**config.mk**
```make
export PLATFORM = sky130hd
export DESIGN_NAME = seg_scan_ctrl
export DESIGN_NICKNAME = d
export VERILOG_FILES = /design/src/rtl/seg_pkg.sv /design/src/rtl/seg_slot_timer.sv /design/src/rtl/seg_scan_ctrl.sv
export SDC_FILE = /design/constraint.sdc
export NUM_CORES = 1
export LEC_CHECK = 0
export ABC_AREA = 0
export BUFFER_PORTS_ARGS = -buffer_cell sky130_fd_sc_hd__buf_2
export CAP_MARGIN = 0
export CORE_ASPECT_RATIO = 0.7
export CORE_MARGIN = 4
export CORE_UTILIZATION = 30
export DETAILED_ROUTE_END_ITERATION = 7
export HOLD_SLACK_MARGIN = 0.1
export PLACE_DENSITY_LB_ADDON = 0.12
export SYNTH_ARGS = -nofsm -noshare
export SYNTH_HDL_FRONTEND = slang
export SYNTH_SLANG_ARGS = --single-unit
export TNS_END_PERCENT = 5
```
**constraint.sdc**
```tcl
create_clock -name clk -period 7.5 [get_ports clk]
set_clock_uncertainty 0.2 [all_clocks]
set_input_delay 0.75 -clock clk [delete_from_list [all_inputs] [get_ports clk]]
set_output_delay 0.75 -clock clk [all_outputs]
set_load 0.01 [all_outputs]
```
**src/rtl/seg_pkg.sv**
```systemverilog
// Shared types and constants for the seven-segment scan controller.
package seg_pkg;
  localparam int NUM_DIGITS = 8;
  localparam logic [7:0] SEG_BLANK = 8'hFF;

  typedef logic [7:0] seg_pat_t;
  typedef seg_pat_t [NUM_DIGITS-1:0] seg_frame_t;

  typedef enum logic {
    BLANK,
    SHOW
  } scan_state_t;
endpackage

```
**src/rtl/seg_slot_timer.sv**
```systemverilog
// Per-slot timer: DEAD blank cycles then SHOW until the slot ends.
// Exposes the low counter bits when SEG_SCAN_DIM_EN is defined.
module seg_slot_timer
  import seg_pkg::*;
#(
  parameter int DIV  = 10,
  parameter int DEAD = 2,
  parameter int CW   = 4
) (
  input  logic       clk,
  input  logic       rst,
`ifdef SEG_SCAN_DIM_EN
  output logic [3:0] cnt_lo,
`endif
  output logic       show_en,
  output logic       slot_end
);
  localparam logic [CW-1:0] LAST = CW'(DIV - 1);
  localparam logic [CW-1:0] DEAD_LAST = CW'(DEAD - 1);
  // With no dead time the slot never leaves SHOW.
  localparam scan_state_t START_ST =
    (DEAD == 0) ? SHOW : BLANK;

  scan_state_t   state, state_nxt;
  logic [CW-1:0] cnt, cnt_nxt;

  always_ff @(posedge clk or posedge rst) begin
    if (rst) begin
      state <= START_ST;
      cnt   <= '0;
    end else begin
      state <= state_nxt;
      cnt   <= cnt_nxt;
    end
  end

  always_comb begin
    state_nxt = state;
    cnt_nxt   = cnt + 1'b1;
    show_en   = 1'b0;
    slot_end  = 1'b0;
    unique case (state)
      BLANK: begin
        if (cnt == DEAD_LAST) state_nxt = SHOW;
      end
      SHOW: begin
        show_en = 1'b1;
        if (cnt == LAST) begin
          slot_end  = 1'b1;
          cnt_nxt   = '0;
          state_nxt = START_ST;
        end
      end
    endcase
  end

`ifdef SEG_SCAN_DIM_EN
  assign cnt_lo = cnt[3:0];
`endif
endmodule

```
**src/rtl/seg_scan_ctrl.sv**
```systemverilog
// Tear-free 8-digit seven-segment scan controller with dead time.
// Define SEG_SCAN_DIM_EN to add the 4-bit bright PWM input.
module seg_scan_ctrl
  import seg_pkg::*;
#(
  parameter int CLK_HZ      = 100_000_000,
  parameter int SCAN_HZ     = 1000,
  parameter int DEAD_CYCLES = 16
) (
  input  logic        clk,
  input  logic        rst,
  input  logic [63:0] seg_pattern,
  input  logic [7:0]  digit_mask,
  input  logic        upd_valid,
`ifdef SEG_SCAN_DIM_EN
  input  logic [3:0]  bright,
`endif
  output logic        upd_ready,
  output logic [7:0]  seg_out,
  output logic [7:0]  an_out,
  output logic        frame_done
);
  localparam int DIV = CLK_HZ / SCAN_HZ;
  localparam int CW  = (DIV > 16) ? $clog2(DIV) : 4;

  if (DEAD_CYCLES >= DIV) begin : g_bad_dead
    $error("DEAD_CYCLES must be below CLK_HZ/SCAN_HZ");
  end

  logic       show_en, slot_end, boundary;
  logic       pending, xfer, dim_on;
  logic [2:0] digit_idx;
  logic [7:0] mask_sh, pend_mask;
  logic [7:0] seg_nxt, an_nxt;
  seg_frame_t shadow, pend_frame;

`ifdef SEG_SCAN_DIM_EN
  logic [3:0] cnt_lo, bright_sh;
`endif

  seg_slot_timer #(
    .DIV  (DIV),
    .DEAD (DEAD_CYCLES),
    .CW   (CW)
  ) u_timer (
    .clk      (clk),
    .rst      (rst),
`ifdef SEG_SCAN_DIM_EN
    .cnt_lo   (cnt_lo),
`endif
    .show_en  (show_en),
    .slot_end (slot_end)
  );

  assign boundary   = slot_end && (digit_idx == 3'd7);
  assign frame_done = boundary;
  assign upd_ready  = ~pending;
  assign xfer       = upd_valid && ~pending;

  always_ff @(posedge clk or posedge rst) begin
    if (rst) begin
      digit_idx  <= '0;
      pending    <= 1'b0;
      pend_frame <= {NUM_DIGITS{SEG_BLANK}};
      pend_mask  <= '0;
      shadow     <= {NUM_DIGITS{SEG_BLANK}};
      mask_sh    <= '0;
    end else begin
      if (slot_end) digit_idx <= digit_idx + 3'd1;
      // xfer needs pending=0, so it never shares a cycle with an apply.
      if (boundary && pending) begin
        shadow  <= pend_frame;
        mask_sh <= pend_mask;
        pending <= 1'b0;
      end else if (xfer) begin
        pend_frame <= seg_frame_t'(seg_pattern);
        pend_mask  <= digit_mask;
        pending    <= 1'b1;
      end
    end
  end

`ifdef SEG_SCAN_DIM_EN
  always_ff @(posedge clk or posedge rst) begin
    if (rst) bright_sh <= 4'hF;
    else if (boundary) bright_sh <= bright;
  end

  assign dim_on = cnt_lo < bright_sh;
`else
  assign dim_on = 1'b1;
`endif

  always_comb begin
    seg_nxt = SEG_BLANK;
    an_nxt  = SEG_BLANK;
    if (show_en && mask_sh[digit_idx]) begin
      seg_nxt = shadow[digit_idx];
      if (dim_on) an_nxt = ~(8'b1 << digit_idx);
    end
  end

  always_ff @(posedge clk or posedge rst) begin
    if (rst) begin
      seg_out <= SEG_BLANK;
      an_out  <= SEG_BLANK;
    end else begin
      seg_out <= seg_nxt;
      an_out  <= an_nxt;
    end
  end
endmodule

```
==> run summary <==
Cell taking the most area after synthesis -> dfstp_2
Critical path class -> flop to flop
Placed Cells -> 914
Final Slew Violations -> 0
Critical Path AT -> 3380 ps
Clock Power Share -> 46.8%
WL met3 -> 636 microns
Reg2reg path depth -> 6
Max H-tree Level -> 4
P per Cell Area -> 238.2 nW/um^2
IO Pins -> 93
Detailed-route wire length -> 16,220 microns
Area Growth Syn to Fin -> 19.13%
CTS resizes -> 0
RSZ-0062 raised after global routing -> false
PortBufs -> 92
First-pass GRT wire length -> 26,880 microns
Synth Flop Type -> dfstp_2
Maximum vdd drop -> 0.0001469 V
DIE WIDTH -> 201.9 microns
Total power -> 2.240 mW
Syn nets -> 566
DIE AREA -> 29,010 sq um
Worst slew pin tran -> 1071 ps
Internal power -> 1.779 mW
Vias in the first global route -> 4,693
Worst Setup Start Kind -> flop
Share of Yosys cell area claimed by the top area cell type -> 47.93%
Nets@finish -> 658
Antenna Nets Post-Route -> 0
Non-filler instance count after layout -> 946
CP peak stage delay -> 900 ps
RR Endpoint -> mask_sh[2]$_DFFE_PP0P_
DP Wirelength -> 11,030 microns
Synthesized area -> 7894 sq um
Final number of hold-violating endpoints -> 0
Starting DRT DRC Count -> 160
Clock latency on the worst-skew pair -> 430 ps
Part of the power in registers -> 49.2%
# clock sinks -> 182
DRT Pass-1 Iters -> 4
Comb power frac -> 4.0%
Total Neg Setup Slack -> 0 ps
RD Place Congestion -> 0.7426
Reg2reg start -> digit_idx[0]$_DFFE_PP0P_
Fill cells -> 2,469
Worst-path fanout max -> 58
Post-route DRC -> 0
Ys async rst share -> 100.0%
Worst setup margin -> 4226 ps
Top layer reached by signal wires -> met4
Worst path cell trace -> ha_1 > ha_1 > and2_1 > nand4_4 > buf_4 > mux2_4
Inserted Diodes -> 0
DP Area -> 8702 sq um
Most used cell, CP -> ha_1
Status -> completed
Initial Util -> 30.58%
Std-Cell Rows -> 49
Clock buffer count from CTS -> 17
Footprint of the multi-input gates -> 3002 sq um
R2R Setup Slk -> 4230 ps
Hold slack -> 299.6 ps
Initial antenna violation count -> 0
CP max-delay cell -> buf_4
Vias per cell -> 4.404
Cts hold-fix bufs -> 0
Sequential share of the synthesized area -> 59.98%
Max-cap violations -> 0
Register area -> 4736 sq um
Crit path from -> digit_idx[0]$_DFFE_PP0P_
Crit path required time -> 7610 ps
GRT Resource Usage Total -> 11.95%
Setup Buffers After CTS -> 0
Final instance area -> 9404 sq um
Core area -> 25,810 sq um
Routed vias -> 4,166
Final period utilization -> 43.66%
Hold WC Path Type -> flop to flop
Peak Freq -> 305.4 MHz
Post-Route M1 WL -> 8129 microns
Core Util, Final -> 36.43%
Largest net degree at the start of global routing -> 107
Congestion Overflow GR -> 0
Yosys warns -> 0
Worst-path clk slew -> 60 ps
Final setup vio count -> 0
Post-Syn Instances -> 484
Drt wl/cell -> 17.15 microns
Share of cells above drive strength 1 -> 75.04%
Clock tree from TritonCTS -> yes
Pre-CTS WS -> 4156 ps
Cell variety after synth -> 33
Top cells by area, synth -> dfstp_2 (48%), mux2_4 (13%), dfrtp_1 (12%)
Worst slew margin -> 28.59%
Longest Clk Path Bufs -> 2
Synthesized area per cell -> 16.31 sq um
Min Tclk post-route -> 3274 ps
Net Sw Frac -> 20.57%
Number of synthesized flops with an enable pin -> 0
Die height -> 143.7 microns
FF+latch count, synth -> 182
Met2 routed WL -> 7297 microns
Setup crit end -> mask_sh[2]$_DFFE_PP0P_
Root buf cell -> clkbuf_16
Leakage -> 3.991 nW
Critical path endpoint category -> flop
Switching power total -> 460.7 uW
[metal layers]
layer / up-vias / GRT usage, %
met1: 2169 / 16.91
met5: - / 0
met3: 13 / 3.587
met2: 70 / 17.82
li1: 1914 / -
met4: 0 / 3.559
[cells in the mapped netlist, drive strengths merged (8+ instances only)]
cell,number
nand2,28
mux4,17
xnor2,8
xor2,8
mux2,146
dfstp,144
nor2,14
nand3,13
buf,11
dfrtp,38
clkbuf,12
[sequential cells by signal (all words and copies together), names as in the netlist]
name / flops
digit_idx: 3
pend_mask: 8
pending: 1
mask_sh: 8
pend_frame: 64
shadow: 64
u_timer.cnt: 17
an_out: 8
seg_out: 8
u_timer.state: 1
[layout make-up]
class | count | area share (%)
tap | 357 | 4.750
sequential | 182 | 50.36
inverter | 6 | 0.2927
clock buffer | 19 | 4.936
multi-input combinational | 273 | 31.92
clock inverter | 13 | 2.528
timing repair buffer | 96 | 5.216
[kinds of logic (layout without fill, tap and decap cells)]
logic type | after synthesis | count (layout) | share of synthesized area [%]
simple gates | 80 | 80 | 5.231
mux | 165 | 165 | 29.21
fa+ha+maj | 7 | 7 | 1.109
compound gates | 5 | 5 | 0.6024
xor+xnor | 16 | 16 | 1.775
flops | 182 | 182 | 59.98
buf+inv | 29 | 134 | 2.092
[placed cells by master, fill, tap and decap left out, types with 2 or more instances in the layout]
master        n
and3_1        3
and4_1        2
buf_2        92
buf_4         4
bufinv_16     6
clkbuf_16    18
clkinvlp_4    2
dfrtp_1      37
dfstp_2     144
ha_1          7
inv_1         5
inv_6         4
mux2_2       77
mux2_4       69
mux2i_1       2
mux4_2       17
nand2_1      28
nand3_1      13
nand4_1       6
nor2_1       14
nor4_1        6
xnor2_1       8
xor2_1        8
[worst min path at each step]
stage,startpoint,to,cells past startpoint
6_report,u_timer.cnt[12]$_DFF_PP0_,u_timer.cnt[12]$_DFF_PP0_,1
5_1_grt,u_timer.cnt[12]$_DFF_PP0_,u_timer.cnt[12]$_DFF_PP0_,1
4_1_cts,u_timer.cnt[12]$_DFF_PP0_,u_timer.cnt[12]$_DFF_PP0_,1
3_5_place_dp,u_timer.cnt[12]$_DFF_PP0_,u_timer.cnt[12]$_DFF_PP0_,1
3_3_place_gp,pend_mask[2]$_DFFE_PP0P_,mask_sh[2]$_DFFE_PP0P_,1
2_1_floorplan,u_timer.cnt[12]$_DFF_PP0_,u_timer.cnt[12]$_DFF_PP0_,1
[power groups by stage]
stage	combinational, mW	sequential [mW]	clock, mW
2_1_floorplan	0.0610	1.10	0
3_3_place_gp	0.0895	1.12	0
3_5_place_dp	0.0929	1.12	0
4_1_cts	0.0935	1.11	1.09
5_1_grt	0.103	1.11	1.14
6_report	0.0901	1.10	1.05
[worst max-delay path: cells and delay by family, from the launching register on]
kind / cells / cell delay [ps]
simple gates: 2 / 460
flops: 1 / 680
buf+inv: 1 / 900
fa+ha+maj: 2 / 550
mux: 1 / 350
(Power assumes the default switching activity.)
